==> config.mk <==
export PLATFORM = sky130hd
export DESIGN_NAME = alu_seq
export DESIGN_NICKNAME = d
export VERILOG_FILES = /design/src/rtl/alu_seq_pkg.sv /design/src/rtl/alu_seq_shiftmul.sv /design/src/rtl/alu_seq.sv
export SDC_FILE = /design/constraint.sdc
export NUM_CORES = 1
export LEC_CHECK = 0
export ABC_AREA = 0
export CELL_PAD_IN_SITES_DETAIL_PLACEMENT = 1
export CELL_PAD_IN_SITES_GLOBAL_PLACEMENT = 1
export CORE_MARGIN = 4
export CORE_UTILIZATION = 44
export CTS_BUF_LIST = sky130_fd_sc_hd__clkbuf_2
export DETAILED_ROUTE_END_ITERATION = 8
export PLACE_DENSITY_LB_ADDON = 0.1
export SLEW_MARGIN = 20
export SYNTH_ARGS = -nofsm -noshare
export SYNTH_HDL_FRONTEND = slang
export SYNTH_SLANG_ARGS = --single-unit
==> constraint.sdc <==
create_clock -name clk -period 2.9 [get_ports clk]
set_input_delay 0.725 -clock clk [delete_from_list [all_inputs] [get_ports clk]]
set_output_delay 0.725 -clock clk [all_outputs]
set_load 0.02 [all_outputs]
==> src/rtl/alu_seq_pkg.sv <==
// alu_seq_pkg: opcodes, FSM states and the single-cycle ALU function
// shared by alu_seq and alu_seq_shiftmul.
package alu_seq_pkg;

    localparam logic [3:0] OP_ADD = 4'h0;
    localparam logic [3:0] OP_ADC = 4'h1;
    localparam logic [3:0] OP_SUB = 4'h2;
    localparam logic [3:0] OP_SBC = 4'h3;
    localparam logic [3:0] OP_OR  = 4'h4;
    localparam logic [3:0] OP_AND = 4'h5;
    localparam logic [3:0] OP_NOT = 4'h6;
    localparam logic [3:0] OP_XOR = 4'h7;
    localparam logic [3:0] OP_PSA = 4'h8;
    localparam logic [3:0] OP_PSB = 4'h9;
    localparam logic [3:0] OP_NEG = 4'hA;
    localparam logic [3:0] OP_CMP = 4'hB;
    localparam logic [3:0] OP_SHL = 4'hC;
    localparam logic [3:0] OP_SHR = 4'hD;
    localparam logic [3:0] OP_ASR = 4'hE;
    localparam logic [3:0] OP_MUL = 4'hF;

    // Widest datapath the single-cycle function supports.
    localparam int MAXW = 64;

    typedef enum logic [1:0] {
        ST_IDLE,
        ST_EXEC,
        ST_DONE
    } state_t;

    typedef struct packed {
        logic [MAXW-1:0] c;
        logic            cout;
        logic            ovf;
    } alu_res_t;

    // Operands arrive zero-extended to MAXW; w is the live width.
    // Sign and carry bits are picked with masks so that w may be
    // any constant up to MAXW. Shifts and mul return pass-a, which
    // is the correct result for a zero shift or a disabled mul.
    function automatic alu_res_t alu_single(
        input logic [3:0]      op,
        input logic [MAXW-1:0] a,
        input logic [MAXW-1:0] b,
        input logic            cin,
        input int unsigned     w
    );
        alu_res_t      r;
        logic [MAXW:0] s;
        logic [MAXW:0] ea;
        logic [MAXW:0] eb;
        logic [MAXW:0] ec;
        logic [MAXW:0] cm;
        logic [MAXW:0] msk;
        logic [MAXW:0] mb;
        logic          sa;
        logic          sb;
        logic          sr;
        r   = '0;
        ea  = {1'b0, a};
        eb  = {1'b0, b};
        ec  = {{MAXW{1'b0}}, cin};
        cm  = (MAXW+1)'(1) << w;
        msk = cm - (MAXW+1)'(1);
        mb  = (MAXW+1)'(1) << (w - 1);
        case (op)
            OP_ADD:  s = ea + eb;
            OP_ADC:  s = ea + eb + ec;
            OP_SUB:  s = ea - eb;
            OP_SBC:  s = ea - eb - ec;
            OP_OR:   s = ea | eb;
            OP_AND:  s = ea & eb;
            OP_NOT:  s = ~ea;
            OP_XOR:  s = ea ^ eb;
            OP_PSB:  s = eb;
            OP_NEG:  s = '0 - ea;
            OP_CMP:  s = (a < b) ? msk :
                         (a == b) ? '0 : (MAXW+1)'(1);
            default: s = ea;
        endcase
        sa = |(ea & mb);
        sb = |(eb & mb);
        sr = |(s & mb);
        case (op)
            OP_ADD, OP_ADC: begin
                r.cout = |(s & cm);
                r.ovf  = (sa == sb) && (sr != sa);
            end
            OP_SUB, OP_SBC: begin
                r.cout = |(s & cm);
                r.ovf  = (sa != sb) && (sr != sa);
            end
            OP_NEG: begin
                r.cout = |a;
                r.ovf  = (ea == mb);
            end
            OP_CMP:  r.cout = (a < b);
            default: ;
        endcase
        r.c = MAXW'(s & msk);
        return r;
    endfunction

endpackage

==> src/rtl/alu_seq_shiftmul.sv <==
// alu_seq_shiftmul: iterative datapath for shl/shr/asr and, with
// ALU_SEQ_MUL_EN defined, an unsigned shift-add multiplier.
// Ports: load captures op/a/b; step advances one bit; busy means
// more steps remain after this one; nxt_* is the post-step result.
module alu_seq_shiftmul
    import alu_seq_pkg::*;
#(
    parameter int WIDTH = 8,
    parameter int SHW   = $clog2(WIDTH)
) (
    input  logic             clk,
    input  logic             rst,
    input  logic             load,
    input  logic             step,
    input  logic [3:0]       op,
    input  logic [WIDTH-1:0] a,
    input  logic [WIDTH-1:0] b,
    output logic             busy,
    output logic [WIDTH-1:0] nxt_lo,
    output logic [WIDTH-1:0] nxt_hi,
    output logic             nxt_co
);

    localparam int CW = $clog2(WIDTH + 1);

    logic [3:0]       op_q;
    logic [WIDTH-1:0] sh;
    logic [WIDTH-1:0] sh_n;
    logic             co;
    logic             co_n;
    logic [CW-1:0]    cnt;
    logic [CW-1:0]    cnt_ld;
    logic             adv;

    assign adv  = step && (cnt != '0);
    assign busy = (cnt > CW'(1));

    always_comb begin
        sh_n = sh;
        co_n = co;
        case (op_q)
            OP_SHL: begin
                sh_n = {sh[WIDTH-2:0], 1'b0};
                co_n = sh[WIDTH-1];
            end
            OP_SHR: begin
                sh_n = {1'b0, sh[WIDTH-1:1]};
                co_n = sh[0];
            end
            OP_ASR: begin
                sh_n = {sh[WIDTH-1], sh[WIDTH-1:1]};
                co_n = sh[0];
            end
            default: ;
        endcase
    end

`ifdef ALU_SEQ_MUL_EN
    logic [2*WIDTH-1:0] acc;
    logic [2*WIDTH-1:0] acc_n;
    logic [WIDTH-1:0]   mcand;
    logic [WIDTH:0]     psum;
    logic               is_mul;

    // Multiplier sits in acc[WIDTH-1:0]; each step adds the
    // multiplicand to the top half on its LSB, then shifts right.
    always_comb begin
        psum  = {1'b0, acc[2*WIDTH-1:WIDTH]}
              + (acc[0] ? {1'b0, mcand} : '0);
        acc_n = {psum, acc[WIDTH-1:1]};
    end

    always_ff @(posedge clk or posedge rst) begin
        if (rst) begin
            acc   <= '0;
            mcand <= '0;
        end else if (load) begin
            acc   <= {{WIDTH{1'b0}}, b};
            mcand <= a;
        end else if (adv) begin
            acc   <= acc_n;
        end
    end

    assign is_mul = (op_q == OP_MUL);
    assign cnt_ld = (op == OP_MUL) ? CW'(WIDTH)
                                   : CW'(b[SHW-1:0]);
    assign nxt_lo = is_mul ? acc_n[WIDTH-1:0] : sh_n;
    assign nxt_hi = is_mul ? acc_n[2*WIDTH-1:WIDTH] : '0;
    assign nxt_co = is_mul ? |acc_n[2*WIDTH-1:WIDTH] : co_n;
`else
    logic unused_b;

    assign unused_b = ^b;
    assign cnt_ld   = CW'(b[SHW-1:0]);
    assign nxt_lo   = sh_n;
    assign nxt_hi   = '0;
    assign nxt_co   = co_n;
`endif

    always_ff @(posedge clk or posedge rst) begin
        if (rst) begin
            op_q <= OP_ADD;
            sh   <= '0;
            co   <= 1'b0;
            cnt  <= '0;
        end else if (load) begin
            op_q <= op;
            sh   <= a;
            co   <= 1'b0;
            cnt  <= cnt_ld;
        end else if (adv) begin
            sh   <= sh_n;
            co   <= co_n;
            cnt  <= cnt - CW'(1);
        end
    end

endmodule

==> src/rtl/alu_seq.sv <==
// alu_seq: clocked ALU with valid/ready in and out, registered flags,
// iterative shifts and optional multiplier (macro ALU_SEQ_MUL_EN).
// Ports: in_valid/in_ready + a/b/carry/op in; out_valid/out_ready +
// c/c_hi/carry_out/zero/negative/overflow out. Async active-high rst.
module alu_seq
    import alu_seq_pkg::*;
#(
    parameter int WIDTH = 8,
    parameter int SHW   = $clog2(WIDTH)
) (
    input  logic             clk,
    input  logic             rst,
    input  logic             in_valid,
    output logic             in_ready,
    input  logic [WIDTH-1:0] a,
    input  logic [WIDTH-1:0] b,
    input  logic             carry,
    input  logic [3:0]       op,
    output logic             out_valid,
    input  logic             out_ready,
    output logic [WIDTH-1:0] c,
    output logic [WIDTH-1:0] c_hi,
    output logic             carry_out,
    output logic             zero,
    output logic             negative,
    output logic             overflow
);

    state_t           state;
    alu_res_t         res;
    logic [WIDTH-1:0] sc_c;
    logic             unused_res;
    logic             is_shift;
    logic             is_mul;
    logic             multi;
    logic             load;
    logic             step;
    logic             busy;
    logic [WIDTH-1:0] nxt_lo;
    logic [WIDTH-1:0] nxt_hi;
    logic             nxt_co;

    assign res = alu_single(op, MAXW'(a), MAXW'(b), carry, WIDTH);
    assign sc_c       = res.c[WIDTH-1:0];
    assign unused_res = ^res.c;

    assign is_shift = (op == OP_SHL) || (op == OP_SHR)
                   || (op == OP_ASR);
`ifdef ALU_SEQ_MUL_EN
    assign is_mul = (op == OP_MUL);
`else
    assign is_mul = 1'b0;
`endif
    // A zero shift amount is just pass-a, done in one cycle.
    assign multi = is_mul || (is_shift && (b[SHW-1:0] != '0));

    assign in_ready = (state == ST_IDLE);
    assign load     = in_ready && in_valid && multi;
    assign step     = (state == ST_EXEC);

    alu_seq_shiftmul #(
        .WIDTH (WIDTH),
        .SHW   (SHW)
    ) u_shiftmul (
        .clk    (clk),
        .rst    (rst),
        .load   (load),
        .step   (step),
        .op     (op),
        .a      (a),
        .b      (b),
        .busy   (busy),
        .nxt_lo (nxt_lo),
        .nxt_hi (nxt_hi),
        .nxt_co (nxt_co)
    );

    always_ff @(posedge clk or posedge rst) begin
        if (rst) begin
            state     <= ST_IDLE;
            out_valid <= 1'b0;
            c         <= '0;
            c_hi      <= '0;
            carry_out <= 1'b0;
            zero      <= 1'b0;
            negative  <= 1'b0;
            overflow  <= 1'b0;
        end else begin
            case (state)
                ST_IDLE: begin
                    if (in_valid && multi) begin
                        state <= ST_EXEC;
                    end else if (in_valid) begin
                        state     <= ST_DONE;
                        out_valid <= 1'b1;
                        c         <= sc_c;
                        c_hi      <= '0;
                        carry_out <= res.cout;
                        zero      <= (sc_c == '0);
                        negative  <= sc_c[WIDTH-1];
                        overflow  <= res.ovf;
                    end
                end
                ST_EXEC: begin
                    // Final step's result is captured directly.
                    if (!busy) begin
                        state     <= ST_DONE;
                        out_valid <= 1'b1;
                        c         <= nxt_lo;
                        c_hi      <= nxt_hi;
                        carry_out <= nxt_co;
                        zero      <= (nxt_lo == '0);
                        negative  <= nxt_lo[WIDTH-1];
                        overflow  <= 1'b0;
                    end
                end
                ST_DONE: begin
                    if (out_ready) begin
                        state     <= ST_IDLE;
                        out_valid <= 1'b0;
                    end
                end
                default: begin
                    state     <= ST_IDLE;
                    out_valid <= 1'b0;
                end
            endcase
        end
    end

endmodule

==> summary.txt, run 1 <==
Synthesis
  – Post-synthesis instance area: 0.004093 mm²
  – Syn avg cell area: 7.664 µm²
  – Post-synthesis mux area share: 3.730%
  – Cells after Synth: 534
  – Synth async-reset ratio: 100.0%
  – Yosys top cell area share: 18.95%
  – Fraction of the mapped netlist area in simple logic gates: 25.68%
  – Synth area leaders: dfrtp_1 (19%), ha_1 (9.8%), nand2_1 (5.5%)
  – Yosys cell types: 84
  – Adder-Cell Fraction of Synth Area: 10.76%
  – Main combinational cell family by area after synthesis: compound AO/OA/AOI/OAI gates
  – Sequential share of the synthesized area: 18.95%
  – Synth warn: 0
  – Dominant synthesized flop cell: dfrtp_1
  – #FFs+latches synth: 31
  – Compound-Gate Fraction of Synth Area: 27.82%
  – Post-synth EDFFs: 0
  – Top cell type by total area after synthesis: dfrtp_1
  – XOR/XNOR Fraction of Synth Area: 4.280%

Die
  – I/O pins: 47
  – Die W: 104.4 µm
  – Row count: 34
  – Starting Density: 46.03%
  – Die height: 104.4 µm

Clock network
  – Clock sink count: 31
  – CTS H-tree depth: 2
  – Root Buffer: clkbuf_2
  – Cts bufs inserted: 5
  – CTS max path bufs: 2
  – Post-CTS Hold Buffers: 0

Placement
  – Post-DP HPWL: 15,160 µm
  – Port Buffer Count: 38
  – GP Congestion: 0.9496

STA
  – GRT worst endpoint: zero$_DFFE_PP0P_/D
  – Worst EP kind: register data pin

Status
  – Halt Stage: global routing (5_1_grt)
  – Status: stopped before the end
  – Error message: [ERROR DPL-0033] detailed placement checks failed during check placement.

Global routing
  – Pin count of the biggest net entering global routing: 32
  – Initial antenna violation count: 1
-- timing repair --
item / in CTS
endpoints found under the setup margin: 11
pin swaps: 27
resized for setup: 126
buffers inserted: 13
-- cells by family after synthesis --
logic type                 Yosys count
AOI/OAI and AO/OA                  158
adders and majority gates           34
other                                1
and+or+nand+nor                    204
DFF                                 31
xor gates and xnor gates            20
buffers and inverters               75
muxes                               11
-- synthesized netlist by cell type (all sizes together) (5+ instances only) --
library cell / instances
o31ai: 8
inv: 36
xnor2: 15
o21ai: 26
xor2: 5
a211o: 5
nand3: 14
a21o: 6
nor4: 12
a211oi: 7
o22ai: 8
nand2: 60
dfrtp: 31
buf: 18
and3: 5
nand2b: 6
ha: 32
nor2b: 10
a221oi: 6
a21oi: 21
clkbuf: 19
nor3: 25
nor2: 39
or3: 6
o21a: 11
a221o: 6
a22oi: 15
-- per-stage QoR --
stage               std cells  utilization [%]  instance area, µm²  setup slack (ns)
detailed placement        809            63.90                5682            -1.218
global placement          809            63.90                5682            -1.056
floorplan                 541                -                4207           -0.4075
CTS                       830            69.55                6183           -0.1398
==> inputs of run 2 (changes only) <==
- CELL_PAD_IN_SITES_DETAIL_PLACEMENT: 1 -> not set
- CELL_PAD_IN_SITES_GLOBAL_PLACEMENT: 1 -> not set
- CORE_UTILIZATION: 44 -> 40
- CTS_BUF_LIST: sky130_fd_sc_hd__clkbuf_2 -> not set
- PLACE_DENSITY_LB_ADDON: 0.1 -> 0.15
==> run 2 against run 1 <==
The flow now finishes, with violations (setup timing); synthesized cell count stayed put; area after synthesis unchanged.
==> summary.txt, run 2 <==
Clock network
  – CTS max path bufs: 2 (unchanged)
  – CTS H-tree depth: 2 (unchanged)
  – CTS tree: built
  – Worst-path clk slew: 0.07 ns
  – Post-CTS Hold Buffers: 0 (unchanged)
  – Root Buffer: clkbuf_8 (was clkbuf_2)
  – Cts bufs inserted: 5 (unchanged)
  – Clock sink count: 31 (unchanged)
  – Clk Latency, worst-skew pair: 0.29 ns

Status
  – Failing checks: setup timing
  – Status: finished with violations (was stopped before the end)

Pwr
  – VDD IR max: 532.6 µV
  – Power per cell area: 559.2 mW/mm²
  – Leakage: 2.935 nW

Die
  – CORE AREA: 0.009864 mm²
  – Starting Density: 41.49% (was 46.03%)
  – Row count: 36 (was 34)
  – Die Area: 0.01191 mm²
  – I/O pins: 47 (unchanged)
  – Die height: 109.2 µm (was 104.4 µm)
  – Die W: 109.2 µm (was 104.4 µm)

Min path
  – HP Class: reg2reg
  – Worst Hold Launch: c[2]$_DFFE_PP0P_
  – Min-Delay Endpoint: c[2]$_DFFE_PP0P_
  – Worst hold path cell count: 2

Layout
  – Most common cell after layout, fill and taps aside: buf_4
  – Most frequent cells in the layout: buf_4 (166), nand2_1 (59), nor2_1 (37)
  – Antenna Cells: 0
  – Largest regs: c x8, u_shiftmul.sh x8
  – Layout net count: 790
  – Area grow syn2layout: 63.77%
  – Share of post-route cells with drive strength above 1: 43.03%

Drt
  – Total wire length: 16,720 µm
  – DR vias: 5,050
  – Routed length per instance: 19.32 µm
  – 1st-pass router iterations: 5
  – Initial DRC count: 462
  – Antenna Nets Post-Route: 0
  – Vias per inst: 5.838
  – DRC: 0

Synthesis
  – #FFs+latches synth: 31 (unchanged)
  – Top cells by count, synth: nand2_1 (60), nor2_1 (39), inv_1 (36) (unchanged)
  – Syn avg cell area: 7.664 µm² (unchanged)
  – Synth warn: 0 (unchanged)
  – Dominant synthesized flop cell: dfrtp_1 (unchanged)
  – Top cell type by total area after synthesis: dfrtp_1 (unchanged)
  – Most common cell in the netlist: nand2_1 (unchanged)
  – Cells after Synth: 534 (unchanged)
  – Synth async-reset ratio: 100.0% (unchanged)
  – Yosys top cell area share: 18.95% (unchanged)
  – Synth area leaders: dfrtp_1 (19%), ha_1 (9.8%), nand2_1 (5.5%) (unchanged)
  – Sequential share of the synthesized area: 18.95% (unchanged)
  – Post-synthesis instance area: 0.004093 mm² (unchanged)
  – Post-synth EDFFs: 0 (unchanged)
  – Yosys cell types: 84 (unchanged)

Worst setup path
  – Crit start category: input port
  – CP startpoint: a[2]
  – Worst Path Required: 3.13 ns
  – Worst path arrival time: 3.37 ns
  – Worst-path fanout max: 5
  – R2R depth: 8
  – FF-to-FF setup slack: 0.26 ns
  – Worst Setup Path Type: in2reg
  – CP endpoint kind: flop
  – Worst R2R End: zero$_DFFE_PP0P_
  – R2r startpoint: u_shiftmul.op_q[1]$_DFFE_PP0P_

STA
  – RSZ-0062 raised after global routing: true
  – Rel. slew slack: 57.89%
  – Final Hold Viols: 0
  – Setup ws final: -0.2444 ns
  – Fmax: 318.0 MHz
  – Hold Slack: 0.4810 ns
  – Worst-Margin Slew: 0.6268 ns
  – Slew Viols, Final: 0
  – Fin crit period: 3.144 ns
  – Final Skew: 0.003757 ns
  – Crit share post-route: 108.4%
  – Final setup vio count: 6

Job
  – Max-cap violation count: 0

Global routing
  – Pin count of the biggest net entering global routing: 32
  – Initial antenna violation count: 1
  – First-pass GRT wire length: 25,600 µm
  – Vias in the first global route: 4,814
  – GRT Total Usage: 27.82%
  – Total gr overflow: 0

Placement
  – Port Buffer Count: 38 (unchanged)
  – GP Congestion: 0.9600 (was 0.9496)
  – DP Worst Slack: -1.121 ns (was -1.218 ns)
  – Post-DP HPWL: 12,570 µm (was 15,160 µm)
## run 2: cell counts after synthesis
Identical to the previous run, type by type.
## run 2: worst max-delay path by stage
stage,to,cells after the start,slack (ns)
finish,overflow$_DFFE_PP0P_,10,-0.24
global route,c[7]$_DFFE_PP0P_,11,-0.27
CTS,c[7]$_DFFE_PP0P_,11,-0.24
detailed placement,c[7]$_DFFE_PP0P_,11,-1.12
global placement,carry_out$_DFFE_PP0P_,12,-1.10
floorplan,overflow$_DFFE_PP0P_,12,-0.41
## run 2: kinds of logic after synthesis
kind of cell	Yosys count	synth area share, %
fa+ha+maj	34	10.76
compound gates	158	27.82
other cells	1	0.09163
xor+xnor	20	4.280
simple gates	204	25.68
flops	31	18.95
buf+inv	75	8.682
mux	11	3.730
## run 2: layer usage
layer | vias up | share of wire (%) | track usage (%)
met3 | 34 | 7.8 | 5.565
met4 | 2 | 2.3 | 5.591
met2 | 216 | 45 | 43.51
li1 | 2354 | - | -
met5 | - | 0.078 | 0
met1 | 2444 | 45 | 39.72
## run 2: cell type report
cell class / instances / area [µm²]
multi-input cells: 435 / 3638
fillers: 788 / 3162
repair buffers: 220 / 1847
flip-flops and latches: 31 / 775.7
well taps: 133 / 166.4
inverters: 38 / 157.7
clock buffers: 6 / 82.58
clock inverters: 2 / 35.03
## run 2: report_power, final
group | total [mW] | leakage [nW] | internal [mW] | switching, mW
Combinational | 2.47 | 2.49 | 1.12 | 1.35
Clock | 0.459 | 0.0612 | 0.278 | 0.181
Sequential | 0.817 | 0.382 | 0.629 | 0.188
## run 2: critical path: stages
cell     delay [ns]
buf_8          0.10
buf_4          0.13
ha_2           0.22
or4_1          0.54
a221o_1        0.40
or3_4          0.42
a21oi_4        0.14
nor3_4         0.06
or4b_1         0.51
nand3_1        0.11
## run 2: timing repair
| action | CTS | global route |
|---|---|---|
| endpoints found under the setup margin | 11 | 10 |
| pin swaps | 40 | 32 |
| hold endpoints to repair | 0 | 0 |
| buffers inserted | 18 | 9 |
| gates resized for setup | 138 | 63 |
## run 2: through the flow
step                TNS [ns]  std cells  utilization [%]  area [µm²]  power [mW]
global placement      -10.07        833            58.09        5731       2.947
finish                -1.092        865            67.95        6703       3.748
global route          -1.386        865            67.95        6703       3.997
floorplan             -1.760        541                -        4207       2.112
detailed placement    -10.33        833            58.09        5731       2.985
CTS                  -0.9752        859            64.28        6341       3.582
Power figures use the tool's default switching activity.
